`src/rtl/fetch_stage.sv`:
```
// fetch_stage: instruction fetch (IF) stage of the 5-stage pipeline.
// It owns the PC and keeps a single imem request outstanding. It presents
// {valid, pc, pc+4, instruction} to decode. A one-entry skid buffer catches a
// response that returns while decode is stalled. A redirect from execute
// reloads the PC, flushes the IF/ID entry and discards any in-flight response.
//
// Ports:
//   clk_i, reset_i              clock, synchronous active-high reset
//   pc_new_i, pc_select_i       redirect target / strobe from execute
//   stall_i                     decode stall, holds the IF/ID entry
//   imem_req_o, imem_addr_o     fetch request and word-aligned address
//   imem_gnt_i                  request accepted this cycle
//   imem_rvalid_i, imem_rdata_i response strobe / instruction word
//   valid_o, pc_o, pcsrc_o,     IF/ID entry: valid, PC, PC+4, instruction
//   instruction_o               (NOP_INSTR whenever valid_o = 0)
//
// state   | meaning
// --------+-------------------------------------------------------------
// S_FETCH | request asserted for pc_q, waiting for grant
// S_WAIT  | one granted request outstanding, waiting for rvalid
// S_HOLD  | skid buffer full, waiting for decode to un-stall

module fetch_stage #(
   parameter logic [31:0] RESET_PC  = 32'h0000_0000,
   parameter logic [31:0] NOP_INSTR = 32'h0000_0013
) (
   input  logic        clk_i,
   input  logic        reset_i,
   input  logic [31:0] pc_new_i,
   input  logic        pc_select_i,
   input  logic        stall_i,
   output logic        imem_req_o,
   output logic [31:0] imem_addr_o,
   input  logic        imem_gnt_i,
   input  logic        imem_rvalid_i,
   input  logic [31:0] imem_rdata_i,
   output logic        valid_o,
   output logic [31:0] pc_o,
   output logic [31:0] pcsrc_o,
   output logic [31:0] instruction_o
);

   localparam logic [31:0] WORD_MASK = 32'hFFFF_FFFC;

   typedef enum logic [1:0] {
      S_FETCH = 2'd0,
      S_WAIT  = 2'd1,
      S_HOLD  = 2'd2
   } state_t;

   state_t      state_q, state_d;
   logic [31:0] pc_q, pc_d;
   logic [31:0] req_pc_q, req_pc_d;
   logic [31:0] skid_pc_q, skid_pc_d;
   logic [31:0] skid_instr_q, skid_instr_d;
   logic        discard_q, discard_d;

   logic        valid_q, valid_d;
   logic [31:0] pc_out_q, pc_out_d;
   logic [31:0] pcsrc_q, pcsrc_d;
   logic [31:0] instr_q, instr_d;

   logic        redirect;
   logic [31:0] target;
   logic        out_free;
   logic        load_resp;
   logic        load_skid;

   assign redirect = pc_select_i;
   assign target   = pc_new_i & WORD_MASK;
   assign out_free = !stall_i || !valid_q;

   always_comb begin
      state_d      = state_q;
      pc_d         = pc_q;
      req_pc_d     = req_pc_q;
      skid_pc_d    = skid_pc_q;
      skid_instr_d = skid_instr_q;
      discard_d    = discard_q;
      load_resp    = 1'b0;
      load_skid    = 1'b0;

      case (state_q)
         S_FETCH: begin
            if (imem_gnt_i) begin
               req_pc_d = pc_q;
               state_d  = S_WAIT;
               if (redirect) begin
                  // Request already went out for the old path; drop its reply.
                  pc_d      = target;
                  discard_d = 1'b1;
               end else begin
                  pc_d = pc_q + 32'd4;
               end
            end else if (redirect) begin
               pc_d = target;
            end
         end
         S_WAIT: begin
            if (redirect) begin
               pc_d = target;
            end
            if (imem_rvalid_i) begin
               if (discard_q || redirect) begin
                  discard_d = 1'b0;
                  state_d   = S_FETCH;
               end else if (out_free) begin
                  load_resp = 1'b1;
                  state_d   = S_FETCH;
               end else begin
                  skid_pc_d    = req_pc_q;
                  skid_instr_d = imem_rdata_i;
                  state_d      = S_HOLD;
               end
            end else if (redirect) begin
               discard_d = 1'b1;
            end
         end
         S_HOLD: begin
            // Skid occupancy is implied by the state, so leaving it clears it.
            if (redirect) begin
               pc_d    = target;
               state_d = S_FETCH;
            end else if (!stall_i) begin
               load_skid = 1'b1;
               state_d   = S_FETCH;
            end
         end
         default: begin
            state_d = S_FETCH;
         end
      endcase
   end

   always_comb begin
      valid_d  = valid_q;
      pc_out_d = pc_out_q;
      pcsrc_d  = pcsrc_q;
      instr_d  = instr_q;

      if (load_resp) begin
         valid_d  = 1'b1;
         pc_out_d = req_pc_q;
         pcsrc_d  = req_pc_q + 32'd4;
         instr_d  = imem_rdata_i;
      end else if (load_skid) begin
         valid_d  = 1'b1;
         pc_out_d = skid_pc_q;
         pcsrc_d  = skid_pc_q + 32'd4;
         instr_d  = skid_instr_q;
      end else if (redirect || !stall_i) begin
         // Flush on redirect even under stall; otherwise insert a bubble.
         valid_d = 1'b0;
         instr_d = NOP_INSTR;
      end
   end

   always_ff @(posedge clk_i) begin
      if (reset_i) begin
         state_q      <= S_FETCH;
         pc_q         <= RESET_PC;
         req_pc_q     <= 32'h0;
         skid_pc_q    <= 32'h0;
         skid_instr_q <= NOP_INSTR;
         discard_q    <= 1'b0;
         valid_q      <= 1'b0;
         pc_out_q     <= 32'h0;
         pcsrc_q      <= 32'h0;
         instr_q      <= NOP_INSTR;
      end else begin
         state_q      <= state_d;
         pc_q         <= pc_d;
         req_pc_q     <= req_pc_d;
         skid_pc_q    <= skid_pc_d;
         skid_instr_q <= skid_instr_d;
         discard_q    <= discard_d;
         valid_q      <= valid_d;
         pc_out_q     <= pc_out_d;
         pcsrc_q      <= pcsrc_d;
         instr_q      <= instr_d;
      end
   end

   assign imem_req_o    = (state_q == S_FETCH) && !reset_i;
   assign imem_addr_o   = pc_q & WORD_MASK;
   assign valid_o       = valid_q;
   assign pc_o          = pc_out_q;
   assign pcsrc_o       = pcsrc_q;
   assign instruction_o = instr_q;

endmodule

```
`config.mk`:
```
export PLATFORM = sky130hd
export DESIGN_NAME = fetch_stage
export DESIGN_NICKNAME = d
export VERILOG_FILES = /design/src/rtl/fetch_stage.sv
export SDC_FILE = /design/constraint.sdc
export NUM_CORES = 1
export LEC_CHECK = 0
export BUFFER_PORTS_ARGS = -buffer_cell sky130_fd_sc_hd__buf_4
export CAP_MARGIN = 20
export CORE_ASPECT_RATIO = 2
export CORE_MARGIN = 10
export CORE_UTILIZATION = 56
export CTS_CLUSTER_DIAMETER = 120
export CTS_CLUSTER_SIZE = 25
export DETAILED_ROUTE_END_ITERATION = 10
export PLACE_DENSITY = 0.89
export SETUP_SLACK_MARGIN = 0.5
export SLEW_MARGIN = 0
export SYNTH_ARGS = -nofsm -noshare
export SYNTH_HDL_FRONTEND = slang
export SYNTH_SLANG_ARGS = --single-unit
```
`constraint.sdc`:
```
create_clock -name clk_i -period 3.2 [get_ports clk_i]
set_input_delay 0.16 -clock clk_i [delete_from_list [all_inputs] [get_ports clk_i]]
set_output_delay 0.16 -clock clk_i [all_outputs]
set_load 0.1 [all_outputs]
```
### Yosys cells after proc, flatten, opt, wreduce, memory -nomap -nowiden

Index checks and enable logic that the tools add are counted.

| cells by class | value |
|---|---|
| bitwise operators | 2 |
| multiplexer cells | 33 |
| eq/ne operators | 6 |
| reduce and logical (&&, ||, !) cells | 17 |
| add/sub/neg operators | 3 |

Operator list:

| operator | count |
|---|---|
| $mux W32 | 10 |
| $add A32 B3 Y32 const B | 3 |
| $pmux W32 S2 | 1 |
| $mux W1 | 14 |
| $mux W2 | 6 |
| $ne A3 B3 Y1 const B | 2 |
| $pmux W2 S3 | 1 |
| $reduce_and A3 Y1 | 2 |
| $reduce_bool A2 Y1 | 3 |
| $ne A2 B2 Y1 const B | 2 |
| $reduce_and A4 Y1 | 1 |
| $logic_not A1 Y1 | 3 |
| $logic_or A1 B1 Y1 | 3 |
| $reduce_bool A3 Y1 | 1 |
| $eq A2 B1 Y1 const B | 1 |
| $eq A2 B2 Y1 const B | 1 |
| $logic_not A2 Y1 | 1 |
| $not A1 Y1 | 2 |
| $pmux W1 S2 | 1 |
| $reduce_and A2 Y1 | 1 |
| $reduce_or A2 Y1 | 1 |
| $logic_and A1 B1 Y1 | 1 |

| storage, ports and cells | value |
|---|---|
| word-level logic and storage cells | 71 |
| input bits | 70 |
| output and inout bits | 130 |
| register bits after elaboration | 228 |

### Logic depth before layout (Yosys ltp)

| depth | value |
|---|---|
| depth in word-level cells | 7 |
| depth in mapped cells | 11 |
| depth with buffers taken out | 8 |

### Least setup slack after synthesis

OpenSTA, ideal clock, no wires.

| timing path | value |
|---|---|
| path kind | reg-to-reg |
| start | reg valid_q, in the netlist valid_o |
| end | reg pcsrc_q[18], in the netlist pcsrc_o[18] |
| required time | 3.068 ns |
| slack | 0.552 ns |
| library setup time | 0.132 ns |
| buffers on the path | 2 |
| arrival | 2.516 ns |
| stages on the path, launching flop included | 9 |
| period minus slack after synthesis | 2.648 ns |
| cells stage by stage | dfxtp_1 and2_0 buf_2 nor2_1 buf_4 mux2i_1 nor3_1 a31o_2 or3b_2 |

| on the way | value |
|---|---|
| word-level cells in the longest chain between the ends | 7 |
| elaborated cells on any way between the ends | 8 |
| those cells by class | mux: 5; reduce/logical: 3 |

RTL lines:

| what | line | text |
|---|---|---|
| start, declared | 58 | `logic valid_q, valid_d;` |
| start signal, assigned | 177 | `valid_q <= valid_d;` |
| $logic_not A1 Y1 (*) | 71 | `assign out_free = !stall_i \|\| !valid_q;` |
| $logic_or A1 B1 Y1 (*) | 71 |  |
| $mux W1 (*) | 107 | `end else if (out_free) begin` |
| $mux W1 (*) | 104 | `if (discard_q \|\| redirect) begin` |
| $mux W1 (*) | 103 | `if (imem_rvalid_i) begin` |
| $mux W1 (*) | 83 | `case (state_q)` |
| $mux W32 or $reduce_bool A2 Y1 (tied branches) | -- |  |
| end signal, assigned | 179 | `pcsrc_q <= pcsrc_d;` |
| end, declared | 60 | `logic [31:0] pcsrc_q, pcsrc_d;` |

Every way passes the cells marked *; elsewhere a longest branch is shown, timed or not.
A chain may end at the register's enable or synchronous reset.

### Final worst setup path

| timing path | value |
|---|---|
| start | reg state_q[1] |
| end | reg pcsrc_q[31], in the netlist pcsrc_o[31] |

| on the way | value |
|---|---|
| word-level cells in the longest chain between the ends | 3 |
| elaborated cells on any way between the ends | 6 |
| those cells by class | eq/ne: 2; mux: 3; reduce/logical: 1 |

RTL lines:

| what | line | text |
|---|---|---|
| start, declared | 51 | `state_t state_q, state_d;` |
| start signal, assigned | 171 | `state_q <= state_d;` |
| $eq A2 B1 Y1 or $eq A2 B2 Y1 (tied branches) | 83 |  |
| $mux W1 | 83 |  |
| $mux W32 or $reduce_bool A2 Y1 (tied branches) | -- |  |

Several ways; a longest one is shown, not always the timed one.

==> key figures <==
Pwr
  – Clock share of power: 0.299
  – Psw: 0.001759 W
  – Combinational share of power: 0.178
  – Leak pwr: 4.712 nW
  – PwrDens: 443.3 nW/um^2
  – Sw frac: 0.3091
  – Maximum vdd drop: 0.0003079 V
  – Internal: 0.003931 W
  – Sequential share of power: 0.523

Final layout
  – Share of cells above drive strength 1: 0.1716
  – Final instance area: 12840 sq um
  – Layout Cells excl Fill: 1783
  – Final nets: 1601
  – Area Growth Syn to Fin: 20.48%

Critical path
  – Critical Path Max Stage Delay: 0.38 ns
  – CP startpoint kind: register
  – Crit path DAT: 2.98 ns
  – Worst setup EP type: register
  – Worst path required time: 3.58 ns
  – Crit-path cells: inv_1 -> ha_1 -> and4bb_4 -> nand2_2 -> mux2i_1 -> buf_4 -> or2_1 -> o31a_1 -> a311o_1
  – Crit Path Class: register to register
  – Crit-path max FO: 9
  – Slowest CP cell: and4bb_4

Min path
  – Hold WC Path Type: primary input to register

Synth
  – Post-synth EDFFs: 0
  – Cell variety after synth: 69
  – Main synth FF type: dfxtp_1
  – Largest cells by area after synthesis: dfxtp_1 42%, nand2_1 12%, a21oi_1 6.3%
  – Seq/Total Area, Yosys: 0.4246
  – Synth Register Bits: 226
  – Yosys top cell area share: 0.4246
  – Ys async rst share: 0
  – Cells after synthesis: 1385
  – Synthesized area: 10660 sq um
  – Yosys warnings: 0
  – Synth Area per Inst: 7.693 sq um
  – Post-synth top area cell: dfxtp_1

Drt
  – Detail Route Antenna Nets: 0
  – Vias: 10530
  – Initial drt markers: 876
  – WL/cell: 17.81 um
  – Vias/cell: 5.907
  – First drt pass iteration count: 5
  – Final WL: 31760 um
  – DRC errors left: 0

Placed design
  – GPL Wtd Cong: 0.9139
  – Pre-CTS WS: 0.5434 ns
  – Port bufs: 195
  – HPWL after DPL: 21890 um
  – Placed Instances: 1721
  – DP Area: 11990 sq um

Timing
  – RSZ-0062 raised after global routing: true
  – Fin. Hold Viols: 0
  – Final setup viols: 0
  – Period utilization: 0.8136
  – Max Slew Vio Count: 0
  – Final setup margin: 0.5964 ns
  – Slew HR: 0.4297
  – Fmax: 0.3841 GHz
  – Worst Skew: 0.02691 ns
  – Setup TNS: 0 ns
  – Worst-margin pin slew: 0.8555 ns
  – Post-layout minimum cycle time: 2.604 ns

Status
  – Status: finished, final reports clean

Global routing
  – Total Routing Usage GR: 0.2363
  – First-pass GRT wire length: 51330 um
  – Initial antenna violation count: 1
  – Largest net degree at the start of global routing: 177
  – Vias in the first global route: 10020
  – Total global routing overflow: 0

CTS
  – CTS Buffer Depth: 3
  – Sink Count: 226
  – CTS clock-pin slew for the worst setup and hold paths: 0.10 ns
  – TritonCTS buffer count: 13
  – CTS tree: yes
  – Htree depth: 1
  – Clk_lat worst skew: 0.49 ns
  – Root Buffer: clkbuf_16

Floorplan
  – IO Count: 200
  – Site row count: 71
  – Die Area: 25280 sq um
  – Core footprint: 18740 sq um
  – Die width: 117.5 um
  – Die H: 215.1 um
  – Initial Util: 0.5685

Job
  – Max-cap viol count: 0
path summary, 6_finish.rpt:
| kind | cells past startpoint | to | slack (ns) | from |
|---|---|---|---|---|
| hold / removal | 3 | pc_q[16]$_SDFFE_PP0P_ | 0.02 | pc_new_i[16] |
| setup / recovery | 9 | pcsrc_o[31]$_SDFFE_PP0P_ | 0.60 | state_q[1]$_SDFFE_PP0P_ |
| setup reg to reg | 9 | pcsrc_o[31]$_SDFFE_PP0P_ | 0.60 | state_q[1]$_SDFFE_PP0P_ |
| hold reg to reg | 2 | req_pc_q[1]$_SDFFE_PP0P_ | 0.46 | pc_q[1]$_SDFFE_PP0P_ |
area by class of cell:
class / instances / area, sq um
antenna: 1 / 2.502
clock inverter: 2 / 38.79
clock buffer: 14 / 329.1
fill: 1520 / 5907
sequential: 226 / 4524
multi-input combinational: 1008 / 5439
inverter: 12 / 45.04
timing repair buffer: 265 / 2140
tap: 255 / 319.1
per-stage QoR:
| stage | utilization | hold slack [ns] | power (W) |
|---|---|---|---|
| 3_3_place_gp | 0.6395 | 0.3793 | 0.003975 |
| 6_report | 0.6849 | 0.01853 | 0.005690 |
| 4_1_cts | 0.6810 | 0.007594 | 0.005712 |
| 3_5_place_dp | 0.6395 | 0.3880 | 0.003991 |
| 5_1_grt | 0.6849 | 0.04391 | 0.005887 |
| 2_1_floorplan | - | 0.2698 | 0.003763 |
registers in the layout (all words and copies together) (netlist names), 2 cells and up:
register       cells
instruction_o     32
pc_q              32
pc_o              32
state_q            2
pcsrc_o           30
req_pc_q          32
skid_instr_q      32
skid_pc_q         32
cell usage in the layout, fill, tap and decap left out, types with 6 or more instances in the layout:
cell	Yosys	layout
nand2_1	345	343
dfxtp_1	226	226
buf_4	37	218
a21oi_1	134	134
nor2_1	92	91
nand3_1	71	71
dlygate4sd3_1	0	41
a31oi_1	39	39
a211oi_1	33	33
o21ai_0	30	29
nor3_1	30	29
mux2i_1	29	29
nand4_1	22	22
a311oi_1	16	16
or3_1	13	13
and3_1	13	13
clkbuf_16	0	13
inv_1	12	12
and2_1	9	9
a22oi_1	8	8
a311o_1	7	7
xor2_1	7	7
and4_1	6	6
o31ai_1	6	6
logic make-up after synthesis:
family / synth area share
simple gates: 0.2696
compound gates: 0.1913
flops: 0.4246
buf+inv: 0.06905
mux: 0.02936
xor+xnor: 0.009864
fa+ha+maj: 0.005871
other cells: 0.0003519
worst max-delay path: cells and delay by family (launching register included):
kind,cells,cell delay (ns)
buffers and inverters,2,0.27
AND/OR/NAND/NOR,3,0.81
flip-flops,1,0.35
multiplexers,1,0.15
AO/OA/AOI/OAI,2,0.65
adder cells (fa/ha/maj),1,0.26
power by group through the flow:
| stage | Clock [W] | Combinational [W] | Sequential, W |
|---|---|---|---|
| CTS | 0.00174 | 0.000999 | 0.00297 |
| detailed placement | 0 | 0.000955 | 0.00304 |
| floorplan | 0 | 0.000531 | 0.00323 |
| global route | 0.00183 | 0.00107 | 0.00299 |
| finish | 0.00170 | 0.00101 | 0.00297 |
| global placement | 0 | 0.000944 | 0.00303 |
repair_timing:
action,4_1_cts,5_1_grt
endpoints found under the setup margin,0,46
buffers inserted,0,3
hold buffers,41,0
gates resized for setup,0,6
hold endpoints to repair,78,0
per-layer routing:
| layer | global-route usage | part of all wire | up-vias | wire length [um] |
|---|---|---|---|---|
| met5 | 0 | 0 | - | 0 |
| met4 | 0.1089 | 0.040 | 0 | 1263 |
| met3 | 0.03019 | 0.056 | 77 | 1782 |
| met2 | 0.4386 | 0.53 | 451 | 16680 |
| met1 | 0.2582 | 0.38 | 4902 | 12030 |
| li1 | - | - | 5102 | - |
Yosys cell counts, types with 7 or more instances:
cell type	number
mux2i_1	29
nor2_1	92
nand4_1	22
xor2_1	7
and2_1	9
buf_1	10
buf_2	14
clkbuf_1	77
a31oi_1	39
and3_1	13
a311o_1	7
buf_4	37
inv_1	12
a21oi_1	134
a311oi_1	16
o21ai_0	30
a22oi_1	8
dfxtp_1	226
nor3_1	30
nand2_1	345
a211oi_1	33
or3_1	13
nand3_1	71
(Power assumes the default switching activity.)
